**config.mk**
```make
export PLATFORM = sky130hd
export DESIGN_NAME = fifo_push_ctrl_flat
export DESIGN_NICKNAME = d
export VERILOG_FILES = /design/src/rtl/fifo_push_ctrl_pkg.sv /design/src/rtl/fifo_push_ctrl_if.sv /design/src/rtl/fifo_push_ctrl_skid_buf2.sv /design/src/rtl/fifo_push_ctrl.sv /design/src/flat_wrapper.sv
export SDC_FILE = /design/constraint.sdc
export NUM_CORES = 1
export LEC_CHECK = 0
export BUFFER_PORTS_ARGS = -buffer_cell sky130_fd_sc_hd__buf_2
export CAP_MARGIN = 30
export CORE_MARGIN = 3
export CORE_UTILIZATION = 28
export DETAILED_ROUTE_END_ITERATION = 10
export GPL_TIMING_DRIVEN = 0
export PLACE_DENSITY = 0.51
export SYNTH_ARGS = -nofsm -noshare
export SYNTH_HDL_FRONTEND = slang
export SYNTH_SLANG_ARGS = --single-unit
```
**constraint.sdc**
```tcl
create_clock -name i_wclk -period 2.9 [get_ports i_wclk]
set_input_delay 0.145 -clock i_wclk [delete_from_list [all_inputs] [get_ports i_wclk]]
set_output_delay 0.145 -clock i_wclk [all_outputs]
set_load 0.005 [all_outputs]
```
**src/rtl/fifo_push_ctrl_pkg.sv**
```systemverilog
// Shared types and constants for the FIFO write-side push controller.
package fifo_push_ctrl_pkg;

  localparam int DATA_W_DEF = 8;
  localparam int CNT_W_DEF  = 16;
  localparam int BUF_DEPTH  = 2;

  typedef enum logic [1:0] {
    IDLE    = 2'd0,
    SEND    = 2'd1,
    BLOCKED = 2'd2
  } push_state_e;

endpackage

```
**src/rtl/fifo_push_ctrl_if.sv**
```systemverilog
// Upstream valid/ready stream plus FIFO push/full bus seen by the push controller.
interface fifo_push_ctrl_if #(
  parameter int DATA_W = 8
);
  logic              in_valid;
  logic [DATA_W-1:0] in_data;
  logic              in_ready;
  logic              flush;
  logic              full;
  logic              push;
  logic [DATA_W-1:0] wdata;

  // master: upstream producer plus FIFO write side; slave: the push controller
  modport master (
    output in_valid, in_data, flush, full,
    input  in_ready, push, wdata
  );

  modport slave (
    input  in_valid, in_data, flush, full,
    output in_ready, push, wdata
  );
endinterface

```
**src/rtl/fifo_push_ctrl_skid_buf2.sv**
```systemverilog
// Two-entry in-order skid buffer: entry 0 is always the head, entry 1 the tail.
module fifo_push_ctrl_skid_buf2
  import fifo_push_ctrl_pkg::*;
#(
  parameter int DATA_W = DATA_W_DEF
) (
  input  logic              i_wclk,
  input  logic              i_reset_w_n,
  input  logic              i_flush,
  input  logic              i_valid,
  input  logic [DATA_W-1:0] i_data,
  output logic              o_ready,
  input  logic              i_pop,
  output logic [DATA_W-1:0] o_head,
  output logic [1:0]        o_count,
  output logic [1:0]        o_count_nxt
);

  localparam logic [1:0] FULL_CNT = 2'(BUF_DEPTH);

  logic [DATA_W-1:0] r_e0;
  logic [DATA_W-1:0] r_e1;
  logic [1:0]        r_count;
  logic              w_accept;
  logic              w_slot0;

  assign o_ready     = (r_count != FULL_CNT) & ~i_flush;
  assign w_accept    = i_valid & o_ready;
  assign o_count_nxt = i_flush ? 2'd0 : (r_count + 2'(w_accept) - 2'(i_pop));
  assign o_head      = r_e0;
  assign o_count     = r_count;

  // A new word lands at the head when the buffer is (or becomes, via pop) empty.
  assign w_slot0 = (r_count == 2'd0) | ((r_count == 2'd1) & i_pop);

  always_ff @(posedge i_wclk or negedge i_reset_w_n) begin
    if (!i_reset_w_n) begin
      r_count <= 2'd0;
      r_e0    <= '0;
      r_e1    <= '0;
    end else begin
      r_count <= o_count_nxt;
      if (!i_flush) begin
        if (i_pop) r_e0 <= r_e1;
        if (w_accept) begin
          if (w_slot0) r_e0 <= i_data;
          else         r_e1 <= i_data;
        end
      end
    end
  end

endmodule

```
**src/rtl/fifo_push_ctrl.sv**
```systemverilog
// FIFO write-side push controller: buffers upstream words and pushes them only
// when full is low now and was low on the previous wclk edge.
module fifo_push_ctrl
  import fifo_push_ctrl_pkg::*;
#(
  parameter int DATA_W = DATA_W_DEF,
  parameter int CNT_W  = CNT_W_DEF
) (
  input  logic             i_wclk,
  input  logic             i_reset_w_n,
  fifo_push_ctrl_if.slave  bus,
  output logic [CNT_W-1:0] o_push_cnt,
  output logic [CNT_W-1:0] o_stall_cnt
);

  logic [1:0]        w_count;
  logic [1:0]        w_count_nxt;
  logic [DATA_W-1:0] w_head;
  logic              w_in_ready;
  logic              w_push;
  logic              w_blocked;
  logic              r_full_q;
  push_state_e       r_state;
  push_state_e       w_state_nxt;
  logic [CNT_W-1:0]  r_push_cnt;
  logic [CNT_W-1:0]  r_stall_cnt;

  function automatic logic [CNT_W-1:0] sat_inc(input logic [CNT_W-1:0] v);
    return (&v) ? v : v + CNT_W'(1);
  endfunction

  fifo_push_ctrl_skid_buf2 #(.DATA_W(DATA_W)) u_buf (
    .i_wclk      (i_wclk),
    .i_reset_w_n (i_reset_w_n),
    .i_flush     (bus.flush),
    .i_valid     (bus.in_valid),
    .i_data      (bus.in_data),
    .o_ready     (w_in_ready),
    .i_pop       (w_push),
    .o_head      (w_head),
    .o_count     (w_count),
    .o_count_nxt (w_count_nxt)
  );

  // full_q resets high so nothing is pushed before full has been sampled low once.
  assign w_push    = (w_count != 2'd0) & ~bus.full & ~r_full_q & ~bus.flush;
  assign w_blocked = (r_state != IDLE) & ~w_push & ~bus.flush;

  assign bus.in_ready = w_in_ready;
  assign bus.push     = w_push;
  assign bus.wdata    = w_head;
  assign o_push_cnt   = r_push_cnt;
  assign o_stall_cnt  = r_stall_cnt;

  // The registered state anticipates the next cycle: next count and next full_q (= full now).
  always_comb begin
    w_state_nxt = IDLE;
    if (!bus.flush && (w_count_nxt != 2'd0)) begin
      w_state_nxt = bus.full ? BLOCKED : SEND;
    end
  end

  always_ff @(posedge i_wclk or negedge i_reset_w_n) begin
    if (!i_reset_w_n) begin
      r_full_q    <= 1'b1;
      r_state     <= IDLE;
      r_push_cnt  <= '0;
      r_stall_cnt <= '0;
    end else begin
      r_full_q <= bus.full;
      r_state  <= w_state_nxt;
      if (w_push)    r_push_cnt  <= r_push_cnt + CNT_W'(1);
      if (w_blocked) r_stall_cnt <= sat_inc(r_stall_cnt);
    end
  end

endmodule

```
**src/flat_wrapper.sv**
```systemverilog
// flat-port wrapper written by rule: the top's interface ports become plain ports
module fifo_push_ctrl_flat import fifo_push_ctrl_pkg::*;
#(
  parameter int DATA_W = DATA_W_DEF,
  parameter int CNT_W  = CNT_W_DEF
)
  (i_wclk, i_reset_w_n, o_push_cnt, o_stall_cnt, bus_in_valid, bus_in_data, bus_flush, bus_full, bus_in_ready, bus_push, bus_wdata);
  fifo_push_ctrl_if #(.DATA_W(DATA_W)) bus_i ();
  input  logic i_wclk;
  input  logic i_reset_w_n;
  output logic [CNT_W-1:0] o_push_cnt;
  output logic [CNT_W-1:0] o_stall_cnt;
  input wire logic [$bits(bus_i.in_valid)-1:0] bus_in_valid;
  input wire logic [$bits(bus_i.in_data)-1:0] bus_in_data;
  input wire logic [$bits(bus_i.flush)-1:0] bus_flush;
  input wire logic [$bits(bus_i.full)-1:0] bus_full;
  output wire logic [$bits(bus_i.in_ready)-1:0] bus_in_ready;
  output wire logic [$bits(bus_i.push)-1:0] bus_push;
  output wire logic [$bits(bus_i.wdata)-1:0] bus_wdata;
  assign bus_i.in_valid = bus_in_valid;
  assign bus_i.in_data = bus_in_data;
  assign bus_i.flush = bus_flush;
  assign bus_i.full = bus_full;
  assign bus_in_ready = bus_i.in_ready;
  assign bus_push = bus_i.push;
  assign bus_wdata = bus_i.wdata;
  fifo_push_ctrl #(.DATA_W(DATA_W), .CNT_W(CNT_W)) u_core (.i_wclk(i_wclk), .i_reset_w_n(i_reset_w_n), .bus(bus_i), .o_push_cnt(o_push_cnt), .o_stall_cnt(o_stall_cnt));
endmodule
```
==> impl_summary.log, run 1 <==
INFO  metric timing.clock.skew = 0.00495 ns
INFO  metric fp.dieArea = 10000 µm²
INFO  metric final_min_period_over_clock_period = 89.2%
INFO  metric power_per_cell_area = 641 nW/µm²
INFO  metric grt_antenna_before_repair = 0
INFO  metric initialDrtViolationCount = 53
INFO  metric synth_seq_area_share = 53.6%
INFO  metric netSwitchingPower = 0.000533 W
INFO  metric share_seq_of_total_power = 50.7%
INFO  metric globalRouteTotalUtil = 10.8%
INFO  metric post_synth_inst_count = 206
INFO  metric post_synth_num_cell_types = 40
INFO  metric hold_path.class = input pin to flop
INFO  metric totalNegativeSetupSlack = 0 ns
INFO  metric power_leakage = 1.49 nW
INFO  metric die_w = 100 µm
INFO  metric placedCellCount = 366
INFO  metric crit_fanout = 11
INFO  metric htree_num_levels = 2
INFO  metric slowest_delay = 0.54 ns
INFO  metric internal-power = 0.00142 W
INFO  metric synthMostInstantiatedCell = dfrtp_1
INFO  metric switching_part_of_the_total = 27.2%
INFO  metric worstSetupStartpointType = input pin
INFO  metric post-route-min-period = 2.59 ns
INFO  metric antennaDiodeCount = 0
INFO  metric cp_data_arrival_time = 2.83 ns
INFO  metric design.portCount = 55
INFO  metric clkTransAtPathRegs = 0.10 ns
INFO  metric final-instance-count-excl-fill = 376
INFO  metric worst-endpoint-required = 3.14 ns
INFO  metric grt_first_pass_wirelength = 8670 µm
INFO  metric post_synth_main_area_contributors = dfrtp_1, xnor2_1, mux2_2
INFO  metric synthFlopType = dfrtp_1
INFO  metric report.final.setup_viol = 0
INFO  metric layout-drive-gt1-share = 33.6%
INFO  metric cts_max_path_buffers = 2
INFO  metric ant_nets = 0
INFO  metric flow.area_growth_from_synthesis = 23.4%
INFO  metric worst_slew_pin_slew = 0.579 ns
INFO  metric ys.warnings.count = 0
INFO  metric max_slew_margin = 61.4%
INFO  metric cts_inserted_buffers = 5
INFO  metric post-synth-top-area-fraction = 52.6%
INFO  metric netlist.top_cell.by_area = dfrtp_1
INFO  metric clkPwrFrac = 31.0%
INFO  metric grt_setup_unrepaired = no
INFO  metric hold-worst-slack = 0.0570 ns
INFO  metric core-area = 8380 µm²
INFO  metric starting_density_of_the_core = 29.5%
INFO  metric syn-mean-instance-area = 12.0 µm²
INFO  metric synth_common_cells = dfrtp_1, nand2_1, xnor2_1
INFO  metric detailroute.via_count = 1748
INFO  metric synth_fp_nets = 223
INFO  metric layout.nets = 287
INFO  metric drc_errors = 0
INFO  metric cell_with_the_largest_stage_delay_on_the_worst_path = dlygate4sd3_1
INFO  metric ws_path_type = input pin to flop
INFO  metric synth-async-reset-ratio = 100%
INFO  metric numClockSinks = 53
INFO  metric first_global_vias = 1809
INFO  metric synth-seq-cells = 53
INFO  metric comb_pwr_share = 18.4%
INFO  metric drt-total-wl = 5250 µm
INFO  metric first_pass_iters = 5
INFO  metric cts-resized-gates = 0
INFO  metric core.rowCount = 33
INFO  metric setup.worst_path.end_class = flop
INFO  metric drt-vias-per-instance = 4.65
INFO  metric grt_max_degree = 31
INFO  metric report.final.hold_viol_count = 0
INFO  metric maxClockFrequency = 0.387 GHz
INFO  metric timing_max_transition_violations_final = 0
INFO  metric mappedNetlistArea = 2470 µm²
INFO  metric clk-insertion-delay-late = 0.30 ns
INFO  metric floorplan.die.height = 100 µm
INFO  metric placement.io_buffers = 54
INFO  metric crit_chain = dlygate4sd3_1 -> buf_2 -> or2_4 -> nor3_4 -> buf_6 -> buf_12 -> ha_1 -> inv_1 -> ha_1 -> xor2_1 -> nor2_1 -> nor3_1 -> nor2_1 -> nor2b_1
INFO  metric synth_edf_count = 0
INFO  metric wire_per_inst = 14.0 µm
INFO  metric dp_hpwl = 3820 µm
INFO  metric worst_ir_drop_vdd = 0.435 mV
INFO  metric clk_root_buffer_cell = clkbuf_8
INFO  metric run_status = completed
INFO  metric grt.overflow.total = 0
INFO  metric tritoncts = done
INFO  metric total_power = 0.00196 W
INFO  metric routabilityCongestion = 0.743
INFO  metric number_of_max_capacitance_violations_reported = 0
## through the flow
stage	util [%]	worst slack, ns	area [µm²]
after floorplan	-	0.710	2470
after global placement	34.3	0.517	2880
after detailed placement	34.6	0.474	2900
after CTS	36.4	0.276	3050
after global routing	36.4	0.0889	3050
final	36.4	0.313	3050
## per-layer routing
metal  track usage (%)  share of wire (%)  wire length (µm)
met5                 0                  0                 0
met2              17.3                 47              2470
met3              2.29                3.8               201
met4              3.11               0.32                17
met1              14.7                 49              2560
## worst max-delay path: cells and delay by family
| kind | cells | cell delay [ns] |
|---|---|---|
| XOR/XNOR | 1 | 0.18 |
| AND/OR/NAND/NOR | 6 | 1.02 |
| buffers and inverters | 5 | 1.12 |
| adder cells (fa/ha/maj) | 2 | 0.36 |
## area by class of cell
type,count,area [µm²]
Buffer,4,43.8
Clock buffer,5,68.8
Clock inverter,3,68.8
Fill cell,848,5330
Inverter,4,15.0
Multi-Input combinational cell,145,1090
Sequential cell,53,1330
Tap cell,105,131
Timing Repair Buffer,57,310
## cells in the final DEF, fill, tap and decap left out, drive strengths merged, types with 8 or more instances in the layout
cell type | synthesis | layout
buf | 4 | 59
xnor2 | 17 | 17
mux2i | 8 | 8
nor2 | 11 | 11
nand2 | 20 | 20
and3 | 9 | 9
nand4 | 8 | 8
dfrtp | 52 | 52
nand3 | 11 | 11
xor2 | 8 | 8
mux2 | 11 | 11
o21ai | 8 | 8
## worst paths after layout
| check | from | to | slack, ns | depth (start not counted) |
|---|---|---|---|---|
| setup / recovery | bus_full | u_core.r_state[1] | 0.31 | 14 |
| hold / removal | bus_in_data[3] | u_core.u_buf.o_head[3] | 0.06 | 3 |
| setup reg to reg | u_core.u_buf.o_count[1] | u_core.r_state[1] | 0.49 | 12 |
| hold reg to reg | u_core.o_push_cnt[15] | u_core.o_push_cnt[15] | 0.46 | 1 |
| max in group asynchronous | i_reset_w_n | u_core.r_full_q | 1.91 | 3 |
| min in group asynchronous | i_reset_w_n | u_core.o_push_cnt[13] | 0.37 | 2 |
## state kept, by name (all words and copies together) (netlist names)
register / flops
u_core.u_buf.o_count: 2
u_core.r_state: 2
u_core.r_full_q: 1
u_core.o_stall_cnt: 16
u_core.o_push_cnt: 16
u_core.u_buf.r_e1: 8
u_core.u_buf.o_head: 8
## power by group through the flow
stage | Clock (W) | Combinational [W] | Sequential (W)
2_1_floorplan | 0 | 0.000209 | 0.000992
3_3_place_gp | 0 | 0.000356 | 0.00100
3_5_place_dp | 0 | 0.000365 | 0.00101
4_1_cts | 0.000630 | 0.000368 | 0.000993
5_1_grt | 0.000654 | 0.000410 | 0.00102
6_report | 0.000606 | 0.000360 | 0.000992
## cells by family (layout without fill, tap and decap cells)
| family | count (synthesis) | count (layout) | share of synthesized area, % |
|---|---|---|---|
| simple gates | 74 | 74 | 16.9 |
| flops | 53 | 53 | 53.6 |
| xor+xnor | 25 | 25 | 8.85 |
| compound gates | 23 | 23 | 7.84 |
| mux | 19 | 19 | 8.39 |
| buf+inv | 8 | 73 | 2.38 |
| fa+ha+maj | 4 | 4 | 2.02 |
## repair_timing
item,4_1_cts,5_1_grt
hold buffers,2,0
hold endpoints to repair,24,0
setup buffers,0,0
No activity file was read; power rests on OpenSTA's default activity.
==> run 2: changes to the inputs <==
--- a/config.mk
+++ b/config.mk
@@ -8,5 +8,4 @@
 export BUFFER_PORTS_ARGS = -buffer_cell sky130_fd_sc_hd__buf_2
 export CAP_MARGIN = 30
-export CORE_MARGIN = 3
 export CORE_UTILIZATION = 28
 export DETAILED_ROUTE_END_ITERATION = 10
==> constraint.sdc (replaced) <==
create_clock -name i_wclk -period 2.9 [get_ports i_wclk]
set_input_delay 0.29 -clock i_wclk [delete_from_list [all_inputs] [get_ports i_wclk]]
set_output_delay 0.29 -clock i_wclk [all_outputs]
set_load 0.005 [all_outputs]
==> run 2 against run 1 <==
First-iteration DRC count fell by 19%. Total power is 9.0% lower. Final cell count fell by 0.53%. Design area down 2.0%. Worst setup slack better by 0.20 ns. Fmax rose by 8.3%. Highest routed layer unchanged. Critical path type is now flop to flop. Critical path depth down 2. Utilization shrank 0.73 points. Routed wire length decreased by 6.2%.
==> impl_summary.log, run 2 (synthesized netlist as in run 1, its figures left out) <==
INFO  metric run_status = completed
INFO  metric flow.area_growth_from_synthesis = 20.9%
INFO  metric ws_path_type = flop to flop
INFO  metric timing_max_transition_violations_final = 0 (unchanged)
INFO  metric first_global_vias = 1609 (-11%)
INFO  metric hold_path.class = input pin to asynchronous set/reset pin
INFO  metric cp_data_arrival_time = 2.62 ns (-0.21 ns)
INFO  metric core.rowCount = 33 (unchanged)
INFO  metric globalRouteTotalUtil = 11.3% (+0.54 points)
INFO  metric drc_errors = 0 (unchanged)
INFO  metric layout_commonest_cell = buf_2
INFO  metric drt-vias-per-instance = 4.63 (-0.39%)
INFO  metric cts_inserted_buffers = 5 (unchanged)
INFO  metric drt-total-wl = 4930 µm (-6.2%)
INFO  metric ant_nets = 0 (unchanged)
INFO  metric clk-insertion-delay-late = 0.30 ns (about the same)
INFO  metric grt.overflow.total = 0 (unchanged)
INFO  metric fp.dieArea = 9220 µm² (-7.8%)
INFO  metric htree_num_levels = 2 (unchanged)
INFO  metric design.portCount = 55 (unchanged)
INFO  metric cts_post_setup_buffers_inserted = 0 (unchanged)
INFO  metric clk_root_buffer_cell = clkbuf_8
INFO  metric report.final.setup_viol = 0 (unchanged)
INFO  metric finalInstanceArea = 2990 µm² (-2.0%)
INFO  metric grt_first_pass_wirelength = 7890 µm (-9.1%)
INFO  metric cts-resized-gates = 0 (unchanged)
INFO  metric layout.nets = 285 (-0.70%)
INFO  metric postCtsHoldBufs = 0 (-2)
INFO  metric wire_per_inst = 13.2 µm (-5.7%)
INFO  metric starting_density_of_the_core = 29.5% (unchanged)
INFO  metric grt_max_degree = 28 (-9.7%)
INFO  metric worst_ir_drop_vdd = 0.222 mV (-49%)
INFO  metric clkTransAtPathRegs = 0.10 ns (about the same)
INFO  metric worst_slew_pin_slew = 0.649 ns (+0.0700 ns)
INFO  metric antennaDiodeCount = 0 (unchanged)
INFO  metric first_pass_iters = 4 (-1)
INFO  metric report.final.hold_viol_count = 0 (unchanged)
INFO  metric final_min_period_over_clock_period = 82.4% (-6.8 points)
INFO  metric core-area = 8380 µm² (unchanged)
INFO  metric dp_hpwl = 3620 µm (-5.1%)
INFO  metric die_w = 96.0 µm (-4.0%)
INFO  metric post-route-min-period = 2.39 ns (-0.198 ns)
INFO  metric totalNegativeSetupSlack = 0 ns (unchanged)
INFO  metric initialDrtViolationCount = 43 (-19%)
INFO  metric detailed_place.area = 2900 µm² (unchanged)
INFO  metric crit_fanout = 11 (unchanged)
INFO  metric hold-worst-slack = 0.0130 ns (-0.0440 ns)
INFO  metric detailroute.via_count = 1732 (-0.92%)
INFO  metric timing.clock.skew = 0.00694 ns (+0.00199 ns)
INFO  metric grt_setup_unrepaired = no
INFO  metric worstSetupStartpointType = flop
INFO  metric layout-drive-gt1-share = 33.8% (+0.25 points)
INFO  metric layout_common_cells = buf_2, dfrtp_1, nand2_1, xnor2_1, nand3_1
INFO  metric numClockSinks = 53 (unchanged)
INFO  metric power_leakage = 1.46 nW (-1.7%)
INFO  metric grt_antenna_before_repair = 0 (unchanged)
INFO  metric routabilityCongestion = 0.710 (-4.4%)
INFO  metric worst-endpoint-required = 3.13 ns (about the same)
INFO  metric tritoncts = done
INFO  metric setup.worst_path.end_class = flop
INFO  metric power_per_cell_area = 595 nW/µm² (-7.1%)
INFO  metric max_slew_margin = 56.7% (-4.7 points)
INFO  metric cts_max_path_buffers = 2 (unchanged)
INFO  metric number_of_max_capacitance_violations_reported = 0 (unchanged)
INFO  metric maxClockFrequency = 0.418 GHz (+8.3%)
INFO  metric floorplan.die.height = 96.0 µm (-4.0%)
INFO  metric placement.io_buffers = 54 (unchanged)
==> run 2: changes by cell type in the layout (fill, tap and decap cells not counted) <==
cell           before  now
dlygate4sd3_1       2    0
inv_6               1    0
clkbuf_8            5    6
clkinv_4            0    1
bufinv_16           2    0
clkinv_2            0    1
==> run 2: worst paths after layout <==
path | cells after the start | endpoint | slack [ns] | startpoint
max | 12 | u_core.r_state[1] | 0.51 | u_core.u_buf.o_count[1]
min | 1 | u_core.o_push_cnt[15] | 0.01 | i_reset_w_n
max reg2reg | 12 | u_core.r_state[1] | 0.51 | u_core.u_buf.o_count[1]
min reg2reg | 1 | u_core.o_push_cnt[15] | 0.46 | u_core.o_push_cnt[15]
max in group asynchronous | 2 | u_core.r_full_q | 2.25 | i_reset_w_n
min in group i_wclk | 1 | u_core.r_full_q | 0.11 | bus_full
==> run 2: worst max-delay path: stages, from the launching register on <==
cell	delay, ns
dfrtp_1	0.49
nor2_2	0.27
nor3_4	0.07
buf_6	0.17
buf_12	0.15
ha_1	0.26
inv_1	0.03
ha_1	0.17
xor2_1	0.15
and2_1	0.16
nor3_1	0.19
nor2_1	0.09
nor2b_1	0.12
==> run 2: metrics by stage <==
| stage | total power (W) | setup WS (ns) | instances | utilization, % |
|---|---|---|---|---|
| after floorplan | 0.00120 | 0.710 | 206 | - |
| after global placement | 0.00135 | 0.441 | 365 | 34.3 |
| after detailed placement | 0.00137 | 0.368 | 366 | 34.6 |
| after CTS | 0.00182 | 0.436 | 374 | 35.7 |
| after global routing | 0.00191 | 0.242 | 374 | 35.7 |
| final | 0.00178 | 0.510 | 374 | 35.7 |
==> run 2: final cells by class <==
| class | count | area (µm²) |
|---|---|---|
| plain buffers | 4 | 43.8 |
| clock buffers | 6 | 82.6 |
| clock inverters | 2 | 13.8 |
| fillers | 861 | 5390 |
| inverters | 4 | 15.0 |
| multi-input cells | 145 | 1090 |
| flip-flops and latches | 53 | 1330 |
| well taps | 105 | 131 |
| repair buffers | 55 | 290 |
==> run 2: power breakdown <==
group | total, W | internal (W) | leakage, nW | switching (W)
combinational | 0.000355 | 0.000196 | 0.719 | 0.000159
sequential | 0.000991 | 0.000879 | 0.691 | 0.000112
clock | 0.000436 | 0.000194 | 0.0512 | 0.000242
total | 0.00178 | 0.00127 | 1.46 | 0.000513
==> run 2: per-layer routing <==
layer	wire, µm	up-vias	GRT usage (%)
met5	0	-	0
met4	69	0	3.86
met3	174	4	2.53
met2	2290	37	18.0
met1	2390	846	15.2
li1	-	845	-
